[config.mk]
export PLATFORM = sky130hd
export DESIGN_NAME = mem_access_stage_flat
export DESIGN_NICKNAME = d
export VERILOG_FILES = /design/src/rtl/mem_access_stage_if.sv /design/src/rtl/mem_access_stage.sv /design/src/flat_wrapper.sv
export SDC_FILE = /design/constraint.sdc
export NUM_CORES = 1
export LEC_CHECK = 0
export BUFFER_PORTS_ARGS = -buffer_cell sky130_fd_sc_hd__buf_2
export CAP_MARGIN = 20
export CORE_MARGIN = 8
export CORE_UTILIZATION = 49
export CTS_CLUSTER_DIAMETER = 150
export DETAILED_ROUTE_END_ITERATION = 12
export GPL_TIMING_DRIVEN = 0
export PLACE_DENSITY = 0.8
export SYNTH_ARGS = -nofsm -noshare
export SYNTH_HDL_FRONTEND = slang
export SYNTH_SLANG_ARGS = --single-unit
[constraint.sdc]
create_clock -name clk -period 4.5 [get_ports clk]
set_clock_uncertainty 0.15 [all_clocks]
set_input_delay 0.9 -clock clk [delete_from_list [all_inputs] [get_ports clk]]
set_output_delay 0.9 -clock clk [all_outputs]
set_load 0.05 [all_outputs]
[src/rtl/mem_access_stage_if.sv]
// Data-memory bus between the memory stage and the external data memory.
//   mem_req   : access request, held until mem_ack
//   mem_we    : 1 = store, 0 = load
//   mem_addr  : word-aligned byte address
//   mem_be    : byte-lane enables, bit i = lane i (little-endian)
//   mem_wdata : store data
//   mem_ack   : memory completes the access this cycle
//   mem_rdata : load data, valid with mem_ack
// master = memory stage, slave = memory.
interface mem_access_stage_if;
  logic        mem_req;
  logic        mem_we;
  logic [31:0] mem_addr;
  logic [3:0]  mem_be;
  logic [31:0] mem_wdata;
  logic        mem_ack;
  logic [31:0] mem_rdata;

  modport master (
    output mem_req, mem_we, mem_addr, mem_be, mem_wdata,
    input  mem_ack, mem_rdata
  );

  modport slave (
    input  mem_req, mem_we, mem_addr, mem_be, mem_wdata,
    output mem_ack, mem_rdata
  );
endinterface

[src/rtl/mem_access_stage.sv]
// MIPS memory stage. Takes the execute-stage bundle, passes ALU results
// straight to write-back, and runs word/byte loads and stores over a
// req/ack handshake, stalling IF/ID/EX while an access is outstanding.
//   clk, rst        : clock, async active-high reset
//   ex_valid ..     : execute-stage bundle (address/result, store data,
//                     destination, MemWrite/memtoreg/regWrite/is_byte)
//   stall           : freeze upstream stages (high in every ACCESS cycle)
//   mem             : data-memory bus (master side)
//   wb_*            : registered write-back bundle, one cycle per retire
//   align_err       : one-cycle pulse after accepting a misaligned word op
//
// state  | meaning
// IDLE   | sampling the execute bundle every cycle
// ACCESS | memory request outstanding, waiting for mem_ack
module mem_access_stage #(
  parameter int ADDR_W = 32
) (
  input  logic              clk,
  input  logic              rst,
  input  logic              ex_valid,
  input  logic [ADDR_W-1:0] alu_out,
  input  logic [ADDR_W-1:0] operand_2_out,
  input  logic [4:0]        destReg_out,
  input  logic              MemWrite_out,
  input  logic              memtoreg_out,
  input  logic              regWrite_out,
  input  logic              is_byte_out,
  output logic              stall,
  mem_access_stage_if.master mem,
  output logic              wb_valid,
  output logic              wb_regWrite,
  output logic [4:0]        wb_destReg,
  output logic [ADDR_W-1:0] wb_data,
  output logic              align_err
);

  typedef enum logic {IDLE, ACCESS} state_t;

  state_t            state_q, state_d;
  logic              mem_op;
  logic [ADDR_W-1:0] addr_q;
  logic [ADDR_W-1:0] wdata_q;
  logic [3:0]        be_q;
  logic              store_q;
  logic              byte_q;
  logic              regwrite_q;
  logic [4:0]        dest_q;
  logic [7:0]        load_byte;
  logic [ADDR_W-1:0] load_data;

  // Store wins when both MemWrite and memtoreg are set.
  assign mem_op = ex_valid & (MemWrite_out | memtoreg_out);

  always_ff @(posedge clk or posedge rst) begin
    if (rst) state_q <= IDLE;
    else     state_q <= state_d;
  end

  // Bus outputs are zero outside ACCESS so a reset drops the request at once.
  always_comb begin
    state_d       = state_q;
    stall         = 1'b0;
    mem.mem_req   = 1'b0;
    mem.mem_we    = 1'b0;
    mem.mem_addr  = '0;
    mem.mem_be    = 4'h0;
    mem.mem_wdata = '0;
    case (state_q)
      IDLE: begin
        if (mem_op) state_d = ACCESS;
      end
      ACCESS: begin
        stall         = 1'b1;
        mem.mem_req   = 1'b1;
        mem.mem_we    = store_q;
        mem.mem_addr  = {addr_q[ADDR_W-1:2], 2'b00};
        mem.mem_be    = be_q;
        mem.mem_wdata = wdata_q;
        if (mem.mem_ack) state_d = IDLE;
      end
      default: state_d = IDLE;
    endcase
  end

  always_comb begin
    load_byte = 8'h00;
    case (addr_q[1:0])
      2'd0: load_byte = mem.mem_rdata[7:0];
      2'd1: load_byte = mem.mem_rdata[15:8];
      2'd2: load_byte = mem.mem_rdata[23:16];
      2'd3: load_byte = mem.mem_rdata[31:24];
      default: load_byte = 8'h00;
    endcase
    load_data = byte_q ? {{(ADDR_W-8){load_byte[7]}}, load_byte} : mem.mem_rdata;
  end

  always_ff @(posedge clk or posedge rst) begin
    if (rst) begin
      addr_q      <= '0;
      wdata_q     <= '0;
      be_q        <= 4'h0;
      store_q     <= 1'b0;
      byte_q      <= 1'b0;
      regwrite_q  <= 1'b0;
      dest_q      <= 5'd0;
      wb_valid    <= 1'b0;
      wb_regWrite <= 1'b0;
      wb_destReg  <= 5'd0;
      wb_data     <= '0;
      align_err   <= 1'b0;
    end else begin
      align_err <= 1'b0;
      if (state_q == IDLE) begin
        wb_valid    <= ex_valid & ~mem_op;
        wb_regWrite <= ex_valid & regWrite_out & ~mem_op;
        wb_destReg  <= destReg_out;
        wb_data     <= alu_out;
        if (mem_op) begin
          addr_q     <= alu_out;
          store_q    <= MemWrite_out;
          byte_q     <= is_byte_out;
          regwrite_q <= regWrite_out;
          dest_q     <= destReg_out;
          be_q       <= is_byte_out ? (4'b0001 << alu_out[1:0]) : 4'hF;
          // Loads drive zero write data; byte stores replicate the byte on all lanes.
          if (!MemWrite_out)    wdata_q <= '0;
          else if (is_byte_out) wdata_q <= {4{operand_2_out[7:0]}};
          else                  wdata_q <= operand_2_out;
          align_err  <= ~is_byte_out & (alu_out[1:0] != 2'b00);
        end
      end else begin
        wb_valid    <= mem.mem_ack;
        wb_regWrite <= mem.mem_ack & ~store_q & regwrite_q;
        wb_destReg  <= dest_q;
        wb_data     <= store_q ? addr_q : load_data;
      end
    end
  end

endmodule

[src/flat_wrapper.sv]
// flat-port wrapper written by rule: the top's interface ports become plain ports
module mem_access_stage_flat 
#(
  parameter int ADDR_W = 32
)
  (clk, rst, ex_valid, alu_out, operand_2_out, destReg_out, MemWrite_out, memtoreg_out, regWrite_out, is_byte_out, stall, wb_valid, wb_regWrite, wb_destReg, wb_data, align_err, mem_mem_req, mem_mem_we, mem_mem_addr, mem_mem_be, mem_mem_wdata, mem_mem_ack, mem_mem_rdata);
  mem_access_stage_if mem_i ();
  input  logic clk;
  input  logic rst;
  input  logic ex_valid;
  input  logic [ADDR_W-1:0] alu_out;
  input  logic [ADDR_W-1:0] operand_2_out;
  input  logic [4:0] destReg_out;
  input  logic MemWrite_out;
  input  logic memtoreg_out;
  input  logic regWrite_out;
  input  logic is_byte_out;
  output logic stall;
  output logic wb_valid;
  output logic wb_regWrite;
  output logic [4:0] wb_destReg;
  output logic [ADDR_W-1:0] wb_data;
  output logic align_err;
  output wire logic [$bits(mem_i.mem_req)-1:0] mem_mem_req;
  output wire logic [$bits(mem_i.mem_we)-1:0] mem_mem_we;
  output wire logic [$bits(mem_i.mem_addr)-1:0] mem_mem_addr;
  output wire logic [$bits(mem_i.mem_be)-1:0] mem_mem_be;
  output wire logic [$bits(mem_i.mem_wdata)-1:0] mem_mem_wdata;
  input wire logic [$bits(mem_i.mem_ack)-1:0] mem_mem_ack;
  input wire logic [$bits(mem_i.mem_rdata)-1:0] mem_mem_rdata;
  assign mem_mem_req = mem_i.mem_req;
  assign mem_mem_we = mem_i.mem_we;
  assign mem_mem_addr = mem_i.mem_addr;
  assign mem_mem_be = mem_i.mem_be;
  assign mem_mem_wdata = mem_i.mem_wdata;
  assign mem_i.mem_ack = mem_mem_ack;
  assign mem_i.mem_rdata = mem_mem_rdata;
  mem_access_stage #(.ADDR_W(ADDR_W)) u_core (.clk(clk), .rst(rst), .ex_valid(ex_valid), .alu_out(alu_out), .operand_2_out(operand_2_out), .destReg_out(destReg_out), .MemWrite_out(MemWrite_out), .memtoreg_out(memtoreg_out), .regWrite_out(regWrite_out), .is_byte_out(is_byte_out), .stall(stall), .mem(mem_i), .wb_valid(wb_valid), .wb_regWrite(wb_regWrite), .wb_destReg(wb_destReg), .wb_data(wb_data), .align_err(align_err));
endmodule
* Word level (Yosys, flattened, before mapping)
Cells that the tools add are included.
** Cells by class
- Reductions and logical operators :: 3
- Bitwise logic cells :: 12
- Shift operators :: 1
- Mux-type cells :: 20
- Equality and inequality tests :: 3
** Operator list (count)
- two-way mux 32 bit :: 7
- case mux 8 bit (4 select lines) :: 1
- two-way mux 1 bit :: 8
- two-way mux 4 bit :: 2
- bitwise AND 1 bit :: 7
- two-way mux 5 bit :: 1
- == test 2 bit (second input constant) :: 2
- NOT 1 bit :: 4
- << shifter 1 x 2 -> 4 bit (first input constant) :: 1
- == test 2 x 1 -> 1 bit (second input constant) :: 1
- logical NOT 2 bit :: 1
- case mux 1 bit (2 select lines) :: 1
- AND reduction 2 bit :: 1
- nonzero test 2 bit :: 1
- bitwise OR 1 bit :: 1
** Word-level totals
- Output and inout bits :: 111
- Bits of input ports :: 109
- Register bits :: 117
- Word-level logic and storage cells :: 52

* Logic depth before layout (Yosys ltp)
Gate-level depths: netlist (run 1).
- Word-level depth :: 5
- Gate-level depth with buffers :: 6
- Gate-level depth less buffers :: 3

* Worst setup path before layout (run 1)
No wires, ideal clock.
- Path kind :: reg-to-output
- Start point :: register u_core.state_q
- End point :: output port mem_mem_addr[29]
- Stages on the path, launching flop included :: 4
- Arrival :: 1578 ps
- Data required time :: 3450 ps
- Path buffers :: 2
- Setup slack :: 1872 ps
- Path through :: dfrtp_1 -> buf_2 -> clkbuf_1 -> and2_1
** On the way
- Longest elaborated chain between the ends :: 1
** Ends and longest elaborated chain
- start, declared :: RTL line mem_access_stage.sv:39 : state_t state_q, state_d;
- start signal, assigned :: RTL line mem_access_stage.sv:56 : else state_q <= state_d;
- two-way mux 32 bit :: RTL line mem_access_stage.sv:68 : case (state_q)
- end, declared :: RTL line flat_wrapper.sv:26 : output wire logic [$bits(mem_i.mem_addr)-1:0] mem_mem_addr;
No other way between the ends.

* Worst setup path after layout (run 1)
- Start point :: register u_core.state_q
- End point :: output port mem_mem_addr[9]
The elaborated chain is that of the path after synthesis.

==> impl.org, run 1 <==
** Outcome
- Run status :: complete, no violations

** Timing
- Timing would allow up to ~0.31 GHz.
- Setup violations remaining at the end of the flow were counted as 0.
- Setup repair after global routing missed its margin :: false
- In the finished design, the share of the clock period the worst path needs comes to 71.2%.
- Final Hold Viols :: 0
- Worst slew pin tran :: just under 0.8 ns
- Once routing completed, OpenROAD measured the worst setup slack at about 1.3 ns.
- Slew headroom :: a little under half
- Max-slew violation total from the final report :: 0
- Time the worst path needs with I/O delays and setup :: approximately 3.2 ns

** Yosys
- In this run, synthesis produced a sequential element count of 117.
- Synthesized netlist cell count :: between 400 and 500
- After synthesis, the mean cell area works out to between 10 and 15 sq um.
- For this run, the number of Yosys warnings is 0.
- Number of flops mapped to enable cells by yosys :: 0
- After synthesis, the share of flip-flops with an asynchronous set or reset is 100%.
- Combined area of all synthesized cells :: 5600 sq um
- Sequential elements use a little over half of the synthesized area.
- Cell variety after synth :: 33
- For this run, the leading register cell type out of synthesis is sky130_fd_sc_hd__dfrtp_1.

** Floorplanning
- Row Count :: 39
- Total I/O pin count :: 220
- The core region is around 11000 sq um.
- Full die area :: around 15000 sq um
- From left edge to right edge, the die measures around 120 microns.
- For this configuration, the core starts out at a cell density of just under 50%.
- From bottom edge to top edge, the die measures about 120 microns.

** Final layout
- Area Growth Syn to Fin :: 34.8%
- Share of final-layout standard cells stronger than drive strength 1 :: 43.3%
- The library cells used most frequently in the layout, excluding fill and tap cells, are sky130_fd_sc_hd__buf_2, sky130_fd_sc_hd__dfrtp_1, sky130_fd_sc_hd__and2_1, sky130_fd_sc_hd__mux2_2.
- Final-layout fill cell count :: 900
- 0 antenna diodes ended up in the layout.
- In the final layout, the multi-input gates occupy 2450 sq um.
- The count of cells in the finished layout, fillers not included, comes to slightly below 900.
- For this run, the post-layout net count is roughly 840.
- Commonest non-fill, non-tap cell in the layout :: sky130_fd_sc_hd__buf_2
- Combined flip-flop and latch cell area :: a little under 3000 sq um

** Worst setup path
- Worst setup EP type :: output port
- By instance count, the cell type seen most on the critical path is sky130_fd_sc_hd__clkbuf_1.
- On the worst path, the slowest cell contributes a delay of ~0.47 ns.
- The worst register-to-register path begins at u_core.state_q.
- At the worst endpoint, the required time is between 3 and 4 ns.
- Buffers plus inverters on the worst setup path :: 3
- In this run the worst path has a maximum fanout of 10.
- For the worst flop-to-flop path, the logic depth is 6.
- In this run the critical register-to-register path is captured at u_core.state_q.
- Grouping stages by cell kind, the critical path spends the most delay in buffers and inverters.
- Kind of start point of the critical path :: flop
- Walking the worst path, the cells encountered are clkbuf_1 -> clkbuf_1 -> and2_1 -> buf_2.
- Among all stages on the critical path, the largest delay is contributed by sky130_fd_sc_hd__clkbuf_1.
- Setup Crit Path Kind :: reg -> out
- Critical Path AT :: approximately 2.2 ns
- Setup slack of the worst register-to-register path :: 2.43 ns

** Global route
- Vias in the first global route :: 5252
- Wire length of the first global-routing pass :: around 28000 microns
- Entering global routing, the biggest net connects between 90 and 100 pins.
- Global routing met3 resource utilization :: under 10%
- Total congestion overflow :: 0
- met2 is the most crowded layer.
- Across every metal layer, demand over resource in global routing totals 24.4%.
- GR Layer Usage met1 :: ~28%
- Number of antenna violations at the first check in global routing :: 0
- Global routing consumed, on the met2 layer, about two fifths of the routing resources.

** Clock network
- CTS Sinks :: approximately 120
- Max clock buf depth :: 2
- The number of clock buffers added by TritonCTS is 17.
- TritonCTS clock tree :: built
- Clock-pin slew was measured on the worst setup and hold paths at 0.05 ns.
- The tree is rooted in a sky130_fd_sc_hd__clkbuf_16.
- Worst-Skew Late Latency :: 0.41 ns
- CTS H-tree lvls :: 4
- Number of cells upsized or downsized after cts :: 0
- In this run, post-CTS hold repair placed 0 buffers.
- Number of buffers added for setup after CTS :: 0

** Hold path
- In this run the worst hold path is classified as in -> async.

** Place
- Routability cong. :: around 0.91
- # placed instances :: 857
- The wire-length estimate of the detail-placed layout is ~14000 microns.
- During placement, the flow inserted port buffers numbering 216.
- Timing analysis after detailed placement gives a worst setup slack of about 1.7 ns.

** Routing
- Pre-antenna DRT Iters :: 6
- Total detailed-routing wirelength :: ~18000 microns
- Vias per cell :: around 5.5
- After detailed routing, the number of remaining DRC violations is 0.
- Average wire length per cell after detail routing :: around 21 microns
- Count of antenna-violating nets left after detailed routing :: 0
- Initial DRC Count :: 345
- Via Count :: 4895

** Pwr
- The worst-case IR drop observed on VDD is 0.000417 V.
- The analysis attributes to cell leakage a power of approximately 0.0037 uW.
- Ratio of total power to cell area :: 586 nW/um^2

** Flow run
- Count of maximum capacitance violations :: 0
[metrics by stage]
stage               total power, uW  hold slack (ns)  util [%]  instance area (sq um)  setup TNS [ns]
floorplan                      2520            0.298         -                   5610               0
global placement               2910            0.314      60.9                   6870         -103.79
detailed placement             2950            0.317      61.2                   6900               0
CTS                            4440            0.268      67.0                   7550               0
global route                   4600            0.280      67.0                   7550               0
finish                         4420            0.278      67.0                   7550               0
[synth_stat cells (2+ instances only)]
| library cell | n | area, sq um |
|---|---|---|
| sky130_fd_sc_hd__and2_1 | 67 | 419 |
| sky130_fd_sc_hd__a21o_1 | 2 | 15.0 |
| sky130_fd_sc_hd__nand2b_1 | 2 | 12.5 |
| sky130_fd_sc_hd__buf_6 | 2 | 22.5 |
| sky130_fd_sc_hd__o21ai_0 | 30 | 150 |
| sky130_fd_sc_hd__mux2i_1 | 24 | 240 |
| sky130_fd_sc_hd__a22o_1 | 8 | 70.1 |
| sky130_fd_sc_hd__o32ai_1 | 7 | 61.3 |
| sky130_fd_sc_hd__dfrtp_1 | 117 | 2930 |
| sky130_fd_sc_hd__o31ai_1 | 7 | 52.6 |
| sky130_fd_sc_hd__nand3b_1 | 24 | 180 |
| sky130_fd_sc_hd__a22oi_1 | 5 | 37.5 |
| sky130_fd_sc_hd__mux2_2 | 55 | 619 |
| sky130_fd_sc_hd__nand2_1 | 30 | 113 |
| sky130_fd_sc_hd__o2bb2ai_1 | 24 | 210 |
| sky130_fd_sc_hd__buf_1 | 2 | 7.51 |
| sky130_fd_sc_hd__a21oi_2 | 3 | 26.3 |
| sky130_fd_sc_hd__a21oi_1 | 24 | 120 |
| sky130_fd_sc_hd__and3_1 | 2 | 12.5 |
| sky130_fd_sc_hd__buf_4 | 3 | 22.5 |
| sky130_fd_sc_hd__nor2_1 | 7 | 26.3 |
| sky130_fd_sc_hd__inv_1 | 6 | 22.5 |
| sky130_fd_sc_hd__clkbuf_1 | 25 | 93.8 |
| sky130_fd_sc_hd__buf_2 | 11 | 55.1 |
[cell type report]
class,instances,share of cell area [%]
flip-flops and latches,117,38.8
multi-input cells,331,32.5
repair buffers,217,14.7
clock buffers,21,5.97
plain buffers,43,2.67
clock inverters,11,2.65
well taps,143,2.37
inverters,6,0.365
[state kept, by name, indices dropped and copies added, names as in the netlist]
register            cells
u_core.wb_regWrite      1
u_core.wb_data         32
u_core.regwrite_q       1
u_core.wb_destReg       5
u_core.byte_q           1
u_core.store_q          1
u_core.addr_q          32
u_core.align_err        1
u_core.wb_valid         1
u_core.wdata_q         32
u_core.be_q             4
u_core.state_q          1
u_core.dest_q           5
[routing by layer]
| metal | vias to the layer above | routed length (microns) |
|---|---|---|
| met5 | - | 0 |
| met4 | 0 | 473 |
| met3 | 43 | 1840 |
| met2 | 265 | 8980 |
| met1 | 2363 | 7090 |
| li1 | 2224 | - |
[worst reg2reg max path: cells and delay by family (launching register included)]
family,cells,cell delay (ns)
buffers and inverters,3,0.88
AOI/OAI and AO/OA,2,0.42
DFF,1,0.37
and+or+nand+nor,1,0.10
[kinds of logic (layout without fill, tap and decap cells)]
family,after synthesis,after routing,synth area share [%]
buf+inv,49,298,4.00
compound gates,115,115,14.0
simple gates,134,134,13.9
mux,80,80,15.7
other cells,1,2,0.0669
flops,117,117,52.3
[power breakdown]
group,internal (uW),switching (uW),total [uW]
Sequential,1290,120,1410
Clock,1000,479,1480
Combinational,454,1080,1530
Total,2740,1680,4420
[worst max path at each step]
stage	startpoint	depth (start not counted)	endpoint	slack [ns]
after floorplan	rst	1	u_core.addr_q[0]	0.35
after global placement	rst	2	u_core.addr_q[26]	-0.89
after detailed placement	u_core.state_q	4	mem_mem_addr[9]	1.70
after CTS	u_core.state_q	4	mem_mem_wdata[27]	1.25
after global routing	u_core.state_q	4	mem_mem_wdata[27]	1.12
final	u_core.state_q	4	mem_mem_addr[9]	1.30
Note: power is estimated with default switching activity, not from simulation.
==> run 2: changes to the inputs <==
clock period = 3.4 ns   (was 4.5 ns; I/O delays follow)
==> impl.org, run 2 (synthesis gave the netlist of run 1 again) <==
** Routing
- Average wire length per cell after detail routing :: 20.8 microns
- In the routed design, unresolved DRC markers number 0.
- Via Count :: between 5000 and 6000
- Total detailed-routing wirelength :: between 15000 and 20000 microns
- Pre-antenna DRT Iters :: 6
- In the routed layout, each cell is associated on average with a via count of approximately 5.6.
- After the first detailed-routing iteration, the DRC count stood at 312.
- Count of antenna-violating nets left after detailed routing :: 0

** Pwr
- In this run the static leakage power is roughly 0.0037 uW.
- Ratio of total power to cell area :: 752 nW/um^2
- VDD sags by at most 0.000447 V.

** Clock network
- After clock tree synthesis, the clock-pin slew on the worst setup and hold paths is approximately 0.05 ns.
- For the worst-skew pair, the clock arrives at the later sink with an insertion delay of approximately 0.41 ns.
- Max clock buf depth :: 2
- TritonCTS clock tree :: built
- Gates resized during post-CTS repair numbered 0.
- The H-tree was split into 4 levels.
- The clock net in this run drives a total of around 120 sinks.
- Clock buffers created by TritonCTS :: 17
- Clock root buffer :: sky130_fd_sc_hd__clkbuf_16
- Total of hold buffers inserted after clock tree synthesis :: 0
- Buffers added to address setup during post-CTS repair amount to 0.

** Final layout
- Final core utilization :: 66.6%
- The final layout contains between 800 and 900 nets.
- The library cell used most frequently in the layout, excluding fill and tap cells, is sky130_fd_sc_hd__buf_2.
- Leaving out fill and tap cells, the most frequent cells in the layout are sky130_fd_sc_hd__buf_2, sky130_fd_sc_hd__dfrtp_1, sky130_fd_sc_hd__and2_1, sky130_fd_sc_hd__mux2_2.
- Area Growth Syn to Fin :: 34.0%
- Number of cells in the finished layout apart from fillers :: approximately 890
- The largest registers in the layout are u_core.addr_q (32), u_core.wb_data (32), u_core.wdata_q (32).
- Final-layout fill cell count :: 882
- Of the cells placed in the final design, the portion with a size suffix greater than 1 is a little over two fifths.

** Worst setup path
- The setup path with the least slack is of type reg -> out.
- At the worst endpoint, the required time is ~2.6 ns.
- The worst setup path is launched from a flop.
- For the worst setup path, the data arrival time is about 2.2 ns.
- Number of cells on the worst reg-to-reg path :: 6
- STA classifies the critical path endpoint as an output port.
- Critical path peak fanout :: 10
- The worst register-to-register path ends at u_core.state_q.
- In this run the register-to-register setup slack is ~1.3 ns.
- Startpoint of the most critical register-to-register path :: u_core.state_q

** Place
- Detailed placement finished with a half-perimeter wire length of approximately 14000 microns.
- Routability cong. :: about 0.88
- # placed instances :: 859
- DP Worst Slack :: roughly 0.74 ns
- Port buffering added 216 buffers.

** Timing
- The worst path needs a little over 3 ns of the cycle, external delays included.
- Max-slew violation total from the final report :: 0
- Number of setup violations in the final report :: 0
- Achievable frequency :: 0.327 GHz
- Post-route setup slack :: around 0.35 ns
- Worst slew pin tran :: 0.740 ns
- Setup total negative slack on the finished layout was measured at 0 ns.
- Final Hold Viols :: 0
- Of the available clock period, the critical path in the final layout requires between 80 and 90%.
- Headroom to the max-slew limit came out at 50.7%.
- Setup repair after global routing left no endpoint under its margin.

** Floorplanning
- From left edge to right edge, the die measures approximately 120 microns.
- From bottom edge to top edge, the die measures about 120 microns.
- Area of the placeable core :: around 11000 sq um
- For this configuration, the core starts out at a cell density of 49.7%.
- Pin placement for this block handled 220 I/O pins.
- Full die area :: ~15000 sq um
- In this run the core area contains 39 standard-cell rows.

** Outcome
- Run status :: complete, no violations

** Global route
- The via count of the first global-routing pass is 5519.
- Entering global routing, the biggest net connects 34 pins.
- For this run the aggregate overflow at the end of global routing stands at 0.
- The first global-routing pass estimated about 29000 microns of wire.
- In the global route stage, overall resource usage came out at between 20% and 30%.
- Number of antenna violations at the first check in global routing :: 1

** Flow run
- Count of maximum capacitance violations :: 0

** Hold path
- In this run the worst hold path is classified as in -> async.
## run 2: cell types whose count changed in the layout (fill, tap and decap cells not counted), sizes merged
cell      previous run  this run
clkbuf              46        50
bufinv               5         2
inv                  6         5
diode                0         1
clkinv               4         2
clkinvlp             2         1
buf                235       237
## run 2: worst max path at each step
stage,start,endpoint,slack (ns),cells past startpoint
finish,u_core.state_q,mem_mem_addr[31],0.35,4
global placement,rst,u_core.wdata_q[20],0.41,2
detailed placement,u_core.state_q,mem_mem_addr[31],0.74,4
CTS,u_core.state_q,mem_mem_addr[31],0.31,4
global route,u_core.state_q,mem_mem_wdata[27],0.21,4
floorplan,u_core.state_q,mem_mem_addr[29],0.99,3
## run 2: stage by stage
step | hold WS, ns | total power (uW) | area, sq um
CTS | 0.209 | 5670 | 7500
global placement | 0.314 | 3850 | 6870
floorplan | 0.298 | 3340 | 5610
detailed placement | 0.317 | 3910 | 6930
finish | 0.198 | 5650 | 7510
global route | 0.254 | 5880 | 7500
## run 2: report_power, final
part           switching, uW  internal (uW)  total (uW)
registers                156           1700        1860
clock network            588           1160        1750
logic                   1440            604        2040
total                   2180           3470        5650
## run 2: critical path, stage by stage, from the launching register on
cell                       delay (ns)
sky130_fd_sc_hd__dfrtp_1         0.38
sky130_fd_sc_hd__clkbuf_1        0.48
sky130_fd_sc_hd__clkbuf_1        0.48
sky130_fd_sc_hd__and2_1          0.21
sky130_fd_sc_hd__buf_2           0.26
## run 2: final cells by class
cell class | count | area, sq um | area share, %
antenna | 1 | 2.50 | 0.0333
sequential | 117 | 2930 | 39.0
timing repair buffer | 219 | 1140 | 15.2
clock inverter | 4 | 70.1 | 0.933
tap | 143 | 179 | 2.38
buffer | 43 | 201 | 2.68
clock buffer | 25 | 505 | 6.73
inverter | 6 | 26.3 | 0.350
multi-input combinational | 331 | 2450 | 32.7
## run 2: metal layers
layer  GRT usage, %  share of wire [%]
met5              0              0.043
met4           10.9                3.0
met3           7.85                9.8
met2           40.1                 48
met1           30.5                 39
